==> src/rtl/wb_ctrl_pkg.sv <==
// Shared constants and types for the writeback control sequencer:
// RV32I opcode values, writeback mux encodings, FSM states and instruction classes.
package wb_ctrl_pkg;

  localparam logic [6:0] OP_OP     = 7'b0110011;
  localparam logic [6:0] OP_IMM    = 7'b0010011;
  localparam logic [6:0] OP_LOAD   = 7'b0000011;
  localparam logic [6:0] OP_STORE  = 7'b0100011;
  localparam logic [6:0] OP_BRANCH = 7'b1100011;
  localparam logic [6:0] OP_JAL    = 7'b1101111;
  localparam logic [6:0] OP_JALR   = 7'b1100111;
  localparam logic [6:0] OP_AUIPC  = 7'b0010111;
  localparam logic [6:0] OP_LUI    = 7'b0110111;

  // Must match the writeback mux input ordering exactly.
  localparam logic [2:0] WB_SEL_ALU   = 3'b000;
  localparam logic [2:0] WB_SEL_LOAD  = 3'b001;
  localparam logic [2:0] WB_SEL_PC4   = 3'b010;
  localparam logic [2:0] WB_SEL_PCIMM = 3'b011;
  localparam logic [2:0] WB_SEL_IMM   = 3'b100;

  typedef enum logic [2:0] {
    ST_IDLE,
    ST_DECODE,
    ST_EXEC,
    ST_MEM,
    ST_WB
  } state_t;

  typedef enum logic [2:0] {
    CL_ALU,
    CL_LOAD,
    CL_STORE,
    CL_BRANCH,
    CL_JUMP,
    CL_AUIPC,
    CL_LUI
  } iclass_t;

endpackage

==> src/rtl/wb_ctrl_fsm_classifier.sv <==
// Combinational opcode decoder: maps an RV32I opcode to its instruction class,
// writeback select, register-write flag and legality.
module opcode_classifier
  import wb_ctrl_pkg::*;
(
  input  logic [6:0] opcode,
  output iclass_t    cls,
  output logic [2:0] sel,
  output logic       writes,
  output logic       legal
);

  always_comb begin
    cls    = CL_ALU;
    sel    = WB_SEL_ALU;
    writes = 1'b0;
    legal  = 1'b1;
    case (opcode)
      OP_OP, OP_IMM: begin
        cls    = CL_ALU;
        writes = 1'b1;
      end
      OP_LOAD: begin
        cls    = CL_LOAD;
        sel    = WB_SEL_LOAD;
        writes = 1'b1;
      end
      OP_STORE:  cls = CL_STORE;
      OP_BRANCH: cls = CL_BRANCH;
      OP_JAL, OP_JALR: begin
        cls    = CL_JUMP;
        sel    = WB_SEL_PC4;
        writes = 1'b1;
      end
      OP_AUIPC: begin
        cls    = CL_AUIPC;
        sel    = WB_SEL_PCIMM;
        writes = 1'b1;
      end
      OP_LUI: begin
        cls    = CL_LUI;
        sel    = WB_SEL_IMM;
        writes = 1'b1;
      end
      default: legal = 1'b0;
    endcase
  end

endmodule

==> src/rtl/wb_ctrl_fsm.sv <==
// Multi-cycle DECODE/EXEC/MEM/WB control sequencer driving the writeback select,
// memory handshake and write strobes. Define WB_CTRL_INSTRET_EN for the retire counter.
module wb_ctrl_fsm
  import wb_ctrl_pkg::*;
#(
  parameter int MEM_TIMEOUT = 16,
  parameter int CNT_W       = 5
) (
  input  logic        clk,
  input  logic        rst,
  input  logic        instr_valid,
  output logic        instr_ready,
  input  logic [6:0]  opcode,
  output logic        mem_req,
  output logic        mem_we,
  input  logic        mem_ready,
  output logic        reg_we,
  output logic [2:0]  wb_sel,
  output logic        pc_we,
  output logic        illegal_instr,
  output logic        mem_err,
  output logic [31:0] instret
);

  state_t             state, state_nxt;
  logic [6:0]         op_q;
  iclass_t            cls_q;
  logic               writes_q;
  logic [2:0]         wb_sel_q;
  logic [CNT_W-1:0]   cnt;

  iclass_t            dec_cls;
  logic [2:0]         dec_sel;
  logic               dec_writes;
  logic               dec_legal;
  logic               timeout;
  logic               is_store;

  opcode_classifier u_classifier (
    .opcode (op_q),
    .cls    (dec_cls),
    .sel    (dec_sel),
    .writes (dec_writes),
    .legal  (dec_legal)
  );

  // Completion on the final allowed cycle beats the abort.
  assign timeout  = (cnt == CNT_W'(MEM_TIMEOUT - 1)) && !mem_ready;
  assign is_store = (cls_q == CL_STORE);

  always_ff @(posedge clk or posedge rst) begin
    if (rst) state <= ST_IDLE;
    else     state <= state_nxt;
  end

  always_comb begin
    state_nxt = state;
    case (state)
      ST_IDLE:   if (instr_valid) state_nxt = ST_DECODE;
      ST_DECODE: state_nxt = dec_legal ? ST_EXEC : ST_IDLE;
      ST_EXEC:   state_nxt = (cls_q == CL_LOAD || cls_q == CL_STORE) ? ST_MEM : ST_WB;
      ST_MEM: begin
        if (mem_ready)    state_nxt = is_store ? ST_IDLE : ST_WB;
        else if (timeout) state_nxt = ST_IDLE;
      end
      ST_WB:     state_nxt = ST_IDLE;
      default:   state_nxt = ST_IDLE;
    endcase
  end

  always_comb begin
    instr_ready   = (state == ST_IDLE);
    mem_req       = (state == ST_MEM);
    mem_we        = (state == ST_MEM) && is_store;
    reg_we        = (state == ST_WB) && writes_q;
    illegal_instr = (state == ST_DECODE) && !dec_legal;
    mem_err       = (state == ST_MEM) && timeout;
    pc_we         = illegal_instr || mem_err || (state == ST_WB)
                 || ((state == ST_MEM) && mem_ready && is_store);
  end

  // Opcode is plain data and only meaningful after a handshake.
  always_ff @(posedge clk) begin
    if (state == ST_IDLE && instr_valid) op_q <= opcode;
  end

  always_ff @(posedge clk or posedge rst) begin
    if (rst) begin
      cls_q    <= CL_ALU;
      writes_q <= 1'b0;
      wb_sel_q <= WB_SEL_ALU;
    end else if (state == ST_DECODE && dec_legal) begin
      cls_q    <= dec_cls;
      writes_q <= dec_writes;
      wb_sel_q <= dec_sel;
    end
  end

  always_ff @(posedge clk or posedge rst) begin
    if (rst)                                        cnt <= '0;
    else if (state == ST_MEM && state_nxt == ST_MEM) cnt <= cnt + 1'b1;
    else                                            cnt <= '0;
  end

  assign wb_sel = wb_sel_q;

`ifdef WB_CTRL_INSTRET_EN
  logic        retire;
  logic [31:0] instret_q;

  assign retire = (state == ST_WB) || ((state == ST_MEM) && mem_ready && is_store);

  always_ff @(posedge clk or posedge rst) begin
    if (rst)         instret_q <= 32'd0;
    else if (retire) instret_q <= instret_q + 32'd1;
  end

  assign instret = instret_q;
`else
  assign instret = 32'd0;
`endif

endmodule
==> config.mk <==
export PLATFORM = sky130hd
export DESIGN_NAME = wb_ctrl_fsm
export DESIGN_NICKNAME = d
export VERILOG_FILES = /design/src/rtl/wb_ctrl_pkg.sv /design/src/rtl/wb_ctrl_fsm_classifier.sv /design/src/rtl/wb_ctrl_fsm.sv
export SDC_FILE = /design/constraint.sdc
export NUM_CORES = 1
export LEC_CHECK = 0
export CAP_MARGIN = 20
export CORE_MARGIN = 5
export CORE_UTILIZATION = 44
export CTS_CLUSTER_SIZE = 14
export DETAILED_ROUTE_END_ITERATION = 6
export MAX_ROUTING_LAYER = met4
export PLACE_DENSITY = 0.9
export REMOVE_ABC_BUFFERS = 1
export SETUP_SLACK_MARGIN = 0.2
export SLEW_MARGIN = 20
export SYNTH_ARGS = -nofsm -noshare
export SYNTH_HDL_FRONTEND = slang
export SYNTH_SLANG_ARGS = --single-unit
==> constraint.sdc <==
create_clock -name clk -period 1.8 [get_ports clk]
set_input_delay 0.18 -clock clk [delete_from_list [all_inputs] [get_ports clk]]
set_output_delay 0.18 -clock clk [all_outputs]
set_load 0.02 [all_outputs]
# Word level (Yosys, flattened, before mapping)
# Index checks and enable logic that the tools add are counted.
[classes]
add_sub_neg = 1
eq_ne = 17
muxes = 12
n_reduce_logical = 20
[op_table]
columns = ["cell", "n"]
rows = [
  ["3-bit one-hot mux with 4 select lines", 2],
  ["7-bit by 6-bit == test with 1-bit output, second input constant", 3],
  ["7-bit == test, second input constant", 3],
  ["3-bit one-hot mux with 6 select lines", 1],
  ["3-bit two-way mux", 5],
  ["7-bit by 5-bit == test with 1-bit output, second input constant", 2],
  ["3-bit by 2-bit == test with 1-bit output, second input constant", 4],
  ["1-bit logical AND", 10],
  ["9-bit OR reduction", 1],
  ["7-bit by 2-bit == test with 1-bit output, second input constant", 1],
  ["7-bit OR reduction", 1],
  ["3-bit by 1-bit == test with 1-bit output, second input constant", 2],
  ["5-bit by 1-bit adder with 5-bit output, second input constant", 1],
  ["5-bit by 4-bit == test with 1-bit output, second input constant", 1],
  ["5-bit two-way mux", 1],
  ["1-bit logical OR", 4],
  ["3-bit == test, second input constant", 1],
  ["3-bit logical NOT", 1],
  ["1-bit logical NOT", 2],
  ["1-bit two-way mux", 2],
  ["2-bit two-way mux", 1],
  ["2-bit OR reduction", 1],
]
[totals]
register_bits = 22
inputBits = 11
out_inout_bits = 42
word_cells = 56

# Depth between registers and ports, before layout
[logic_depth]
word_depth = 8
depth_mapped = 6
depth_no_buf = 6

# Cells and area by module
# From an unflattened synthesis, not the netlist that was laid out.
[hier_totals]
cells_unflattened = 131
hier_area_um2 = 1352.5
[modules_own_cells]
columns = ["mod", "instances", "cells_each", "area_each_um2", "seq_area_each_um2"]
rows = [
  ["wb_ctrl_fsm", 1, 102, 1176.1, 585.6],
  ["opcode_classifier", 1, 29, 176.4, 0.0],
]

# Worst setup path after synthesis
# OpenSTA, ideal clock, no wires.
[synth_path]
kind = "flip-flop to flip-flop"
startpoint = "register state[0]"
endpoint = "register op_q[0], enable pin"
setup_ns = 0.326
arrival_ns = 1.360
required_time_ns = 1.474
path_slack_ns = 0.113
stages_incl_launch_ff = 4
path_buffers = 1
period_less_slack_ns = 1.687
path_cell_list = "dfrtp_1 > buf_6 > nor3_1 > and2_1"
[synth_between]
elab_chain_len = 2
[synth_lines]
columns = ["item", "line", "rtl"]
rows = [
  ["from (decl)", "wb_ctrl_fsm.sv:25", "state_t state, state_nxt;"],
  ["from (signal assigned)", "wb_ctrl_fsm.sv:53", "else state <= state_nxt;"],
  ["3-bit logical NOT", "-", ""],
  ["named net instr_ready", "wb_ctrl_fsm.sv:12", "output logic instr_ready,"],
  ["1-bit logical AND", "wb_ctrl_fsm.sv:84", "if (state == ST_IDLE && instr_valid) op_q <= opcode;"],
  ["to (signal assigned)", "wb_ctrl_fsm.sv:84", ""],
  ["to (decl)", "wb_ctrl_fsm.sv:26", "logic [6:0] op_q;"],
]
# The timed path passes the listed nets, and every way through them passes these cells.
# A chain may end at the register's enable or synchronous reset.

# Worst setup path after layout
[layout_path]
startpoint = "register cnt[0]"
endpoint = "output pc_we"
[layout_between]
elab_chain_len = 6
[layout_lines]
columns = ["item", "line", "rtl"]
rows = [
  ["from (decl)", "wb_ctrl_fsm.sv:30", "logic [CNT_W-1:0] cnt;"],
  ["from (signal assigned)", "wb_ctrl_fsm.sv:101", "else if (state == ST_MEM && state_nxt == ST_MEM) cnt <= cnt + 1'b1;"],
  ["5-bit by 4-bit == test with 1-bit output", "wb_ctrl_fsm.sv:48", "assign timeout = (cnt == CNT_W'(MEM_TIMEOUT - 1)) && !mem_ready;"],
  ["1-bit logical AND", "wb_ctrl_fsm.sv:48", ""],
  ["1-bit logical AND", "wb_ctrl_fsm.sv:77", "mem_err = (state == ST_MEM) && timeout;"],
  ["1-bit logical OR (2 in a row)", "wb_ctrl_fsm.sv:78", "pc_we = illegal_instr || mem_err || (state == ST_WB)"],
  ["1-bit logical OR", "wb_ctrl_fsm.sv:79", "|| ((state == ST_MEM) && mem_ready && is_store);"],
  ["to (decl)", "wb_ctrl_fsm.sv:19", "output logic pc_we,"],
]
# No other way between the ends.

==> impl_metrics.yaml <==
timing:
  worst_pin_slew_ns: 0.569
  fin_crit_sh: 1.06
  slew_headroom: 0.620
  finalSetupTns_ns: -0.193
  final_hold_viol_count: 0
  slew_violations: 0
  fmax_mhz: 524
  fin_skew_ns: 0.00282
  period_needed_ns: 1.91
  grt_setup_unrepaired: "true"
  hold_ws_ns: 0.205
  setup_viol: 2
  fin_ws_ns: -0.107
power_and_ir_drop:
  p_leak_nw: 0.867
  power_mw: 1.28
  powerDensity_nw_per_um2: 689
  ir_drop_v: 0.000403
placement:
  place_area_um2: 1680
  post-place-ws_ns: -0.363
  gp_congestion: 0.875
  hpwl_mm: 2.07
  placed_cells: 217
  port-buffer-count: 20
drt:
  ant_nets: 0
  vias: 1026
  viasPerCell: 4.52
  drc: 0
  finalWirelength_mm: 2.98
  firstDrtPassIters: 4
  post_drt_wl_per_cell_um: 13.1
  drt_iter0_drc: 26
logic_synthesis:
  ys_ff_latch: 22
  synth_cell_types: 40
  ys_seq_area_frac: 0.420
  synth_edf_count: 7
  ys_warn_count: 0
  synth_top_area_frac: 0.269
  synth_ff_type: "dfrtp_1"
  ys_top_cells_by_area: "dfrtp_1 27%, buf_4 17%, edfxtp_1 15%"
  synth_cells: 135
  avgSynthCellArea_um2: 10.3
  synth_top_area_cell: "dfrtp_1"
  syn_area_um2: 1400
  ys_async_sr_fraction: 0.682
clock_tree:
  cts_buffers: 3
  cts.sink_count: 22
  root_buffer: "clkbuf_4"
  htree_levels: 1
  cts_buffer_depth: 2
  clk_latency_ns: 0.31
  cts_tree: "done"
  clk_pin_slew_ns: 0.12
final_layout:
  drive_gt1_frac: 0.399
  fillerInstances: 259
  final_net_count: 197
  diodes: 0
  fin_area_um2: 1860
  fin_cells: 227
  utilization: 0.611
  area_delta_synth_final_pct: 33.6
run_status:
  outcome: "finished with violations"
  failed_checks: "negative setup slack"
global_routing:
  grt_pass1_wl_mm: 4.27
  grt_pass1_vias: 966
  grt_max_degree: 16
  grtUsageTotal: 0.133
  antenna_found_initial: 0
  gr-total-overflow: 0
setup_path:
  cp.arrival_ns: 1.73
  start_kind: "register"
  cp_max_fo: 2
  crit_required_ns: 1.62
  critical_path_class: "register to output pin"
  cp-end-kind: "output pin"
floorplan:
  row_count: 20
  die_width_um: 66.3
  die-area_um2: 4400
  start_util: 0.457
  ios: 53
  core_area_um2: 3050
  die_y_um: 66.3
job:
  maxCapViolCount: 0
worst_hold_path:
  holdCritPathClass: "input pin to asynchronous set/reset pin"
==> critical path: stages, from the launching register on <==
cell	delay [ns]
dfrtp_1	0.41
ha_2	0.19
and3_4	0.15
ha_4	0.15
a21oi_2	0.13
o21ai_2	0.07
o21bai_1	0.15
buf_4	0.16
==> synth_stat cells, types with 2 or more instances <==
| master | n |
|---|---|
| a21oi_1 | 5 |
| a21oi_4 | 2 |
| and3_1 | 2 |
| buf_4 | 32 |
| clkbuf_1 | 3 |
| dfrtp_1 | 15 |
| edfxtp_1 | 7 |
| ha_1 | 2 |
| inv_1 | 10 |
| mux2_4 | 4 |
| nand2b_1 | 2 |
| nand3_1 | 4 |
| nand3b_1 | 3 |
| nor2_1 | 9 |
| nor3_1 | 4 |
| nor4_1 | 2 |
| o21ai_0 | 2 |
| o32ai_1 | 2 |
| xnor2_1 | 2 |
| xor2_1 | 3 |
==> per-layer routing <==
layer | wire length (µm) | track usage | vias up | share of wire
li1 | - | - | 497 | -
met1 | 1160 | 0.151 | 476 | 0.39
met2 | 1510 | 0.222 | 46 | 0.51
met3 | 236 | 0.0187 | 7 | 0.079
met4 | 68 | 0.0761 | 0 | 0.023
met5 | 0 | - | - | 0
==> layout by cell type (no fill, tap or decap), types with 2 or more instances in the layout <==
| cell | instances |
|---|---|
| clkbuf_2 | 2 |
| a21oi_1 | 3 |
| nor3_4 | 2 |
| dfrtp_1 | 15 |
| nor2_2 | 3 |
| conb_1 | 32 |
| nor3_1 | 2 |
| a21oi_2 | 2 |
| buf_6 | 7 |
| nor2_1 | 3 |
| and3_4 | 2 |
| nand3b_1 | 3 |
| nor2_4 | 4 |
| clkbuf_4 | 3 |
| buf_4 | 27 |
| clkdlybuf4s50_1 | 13 |
| a21oi_4 | 2 |
| xor2_1 | 3 |
| o32ai_1 | 2 |
| inv_1 | 10 |
| xnor2_1 | 2 |
| nand3_1 | 4 |
| edfxtp_1 | 7 |
| mux2_4 | 4 |
==> cell type report <==
type / count / area (µm²) / share of cell area
Multi-Input combinational cell: 98 / 738 / 0.396
Inverter: 10 / 37.5 / 0.0201
Timing Repair Buffer: 49 / 422 / 0.226
Clock buffer: 4 / 26.3 / 0.0141
Tap cell: 44 / 55.1 / 0.0295
Sequential cell: 22 / 586 / 0.314
==> state kept, by name (all words and copies together), names as in the netlist <==
register and cells:
writes_q 1, wb_sel 3, state 3, cnt 5, cls_q 3, op_q 7
==> kinds of logic after synthesis <==
kind of cell	count (synthesis)	share of synthesized area
xor gates and xnor gates	5	0.0314
DFF	22	0.420
and+or+nand+nor	36	0.158
buffers and inverters	46	0.215
adders and majority gates	2	0.0179
muxes	4	0.0431
other	1	0.00269
AOI/OAI and AO/OA	19	0.112
==> final timing paths <==
check,from,end,slack (ns),cells after the start
worst min-delay path,rst,cls_q[0],0.21,2
max in group asynchronous,rst,cnt[1],1.22,2
worst max register to register,state[2],cls_q[2],0.05,6
min in group clk,opcode[2],op_q[2],0.41,1
worst max-delay path,cnt[0],pc_we,-0.11,7
worst min register to register,wb_sel[0],wb_sel[0],0.52,1
==> repair_timing <==
action | CTS | global route
cloned | 0 | 0
hold buffers | 0 | 0
hold endpoints to repair | 0 | 0
pin swaps | 16 | 5
endpoints found under the setup margin | 20 | 28
setup buffers | 5 | 1
gates resized for setup | 50 | 18
==> report_power, final <==
group	internal [mW]	total, mW	switching, mW
logic	0.202	0.450	0.248
registers	0.568	0.596	0.0284
clock network	0.0868	0.239	0.152
(Power assumes the default switching activity.)
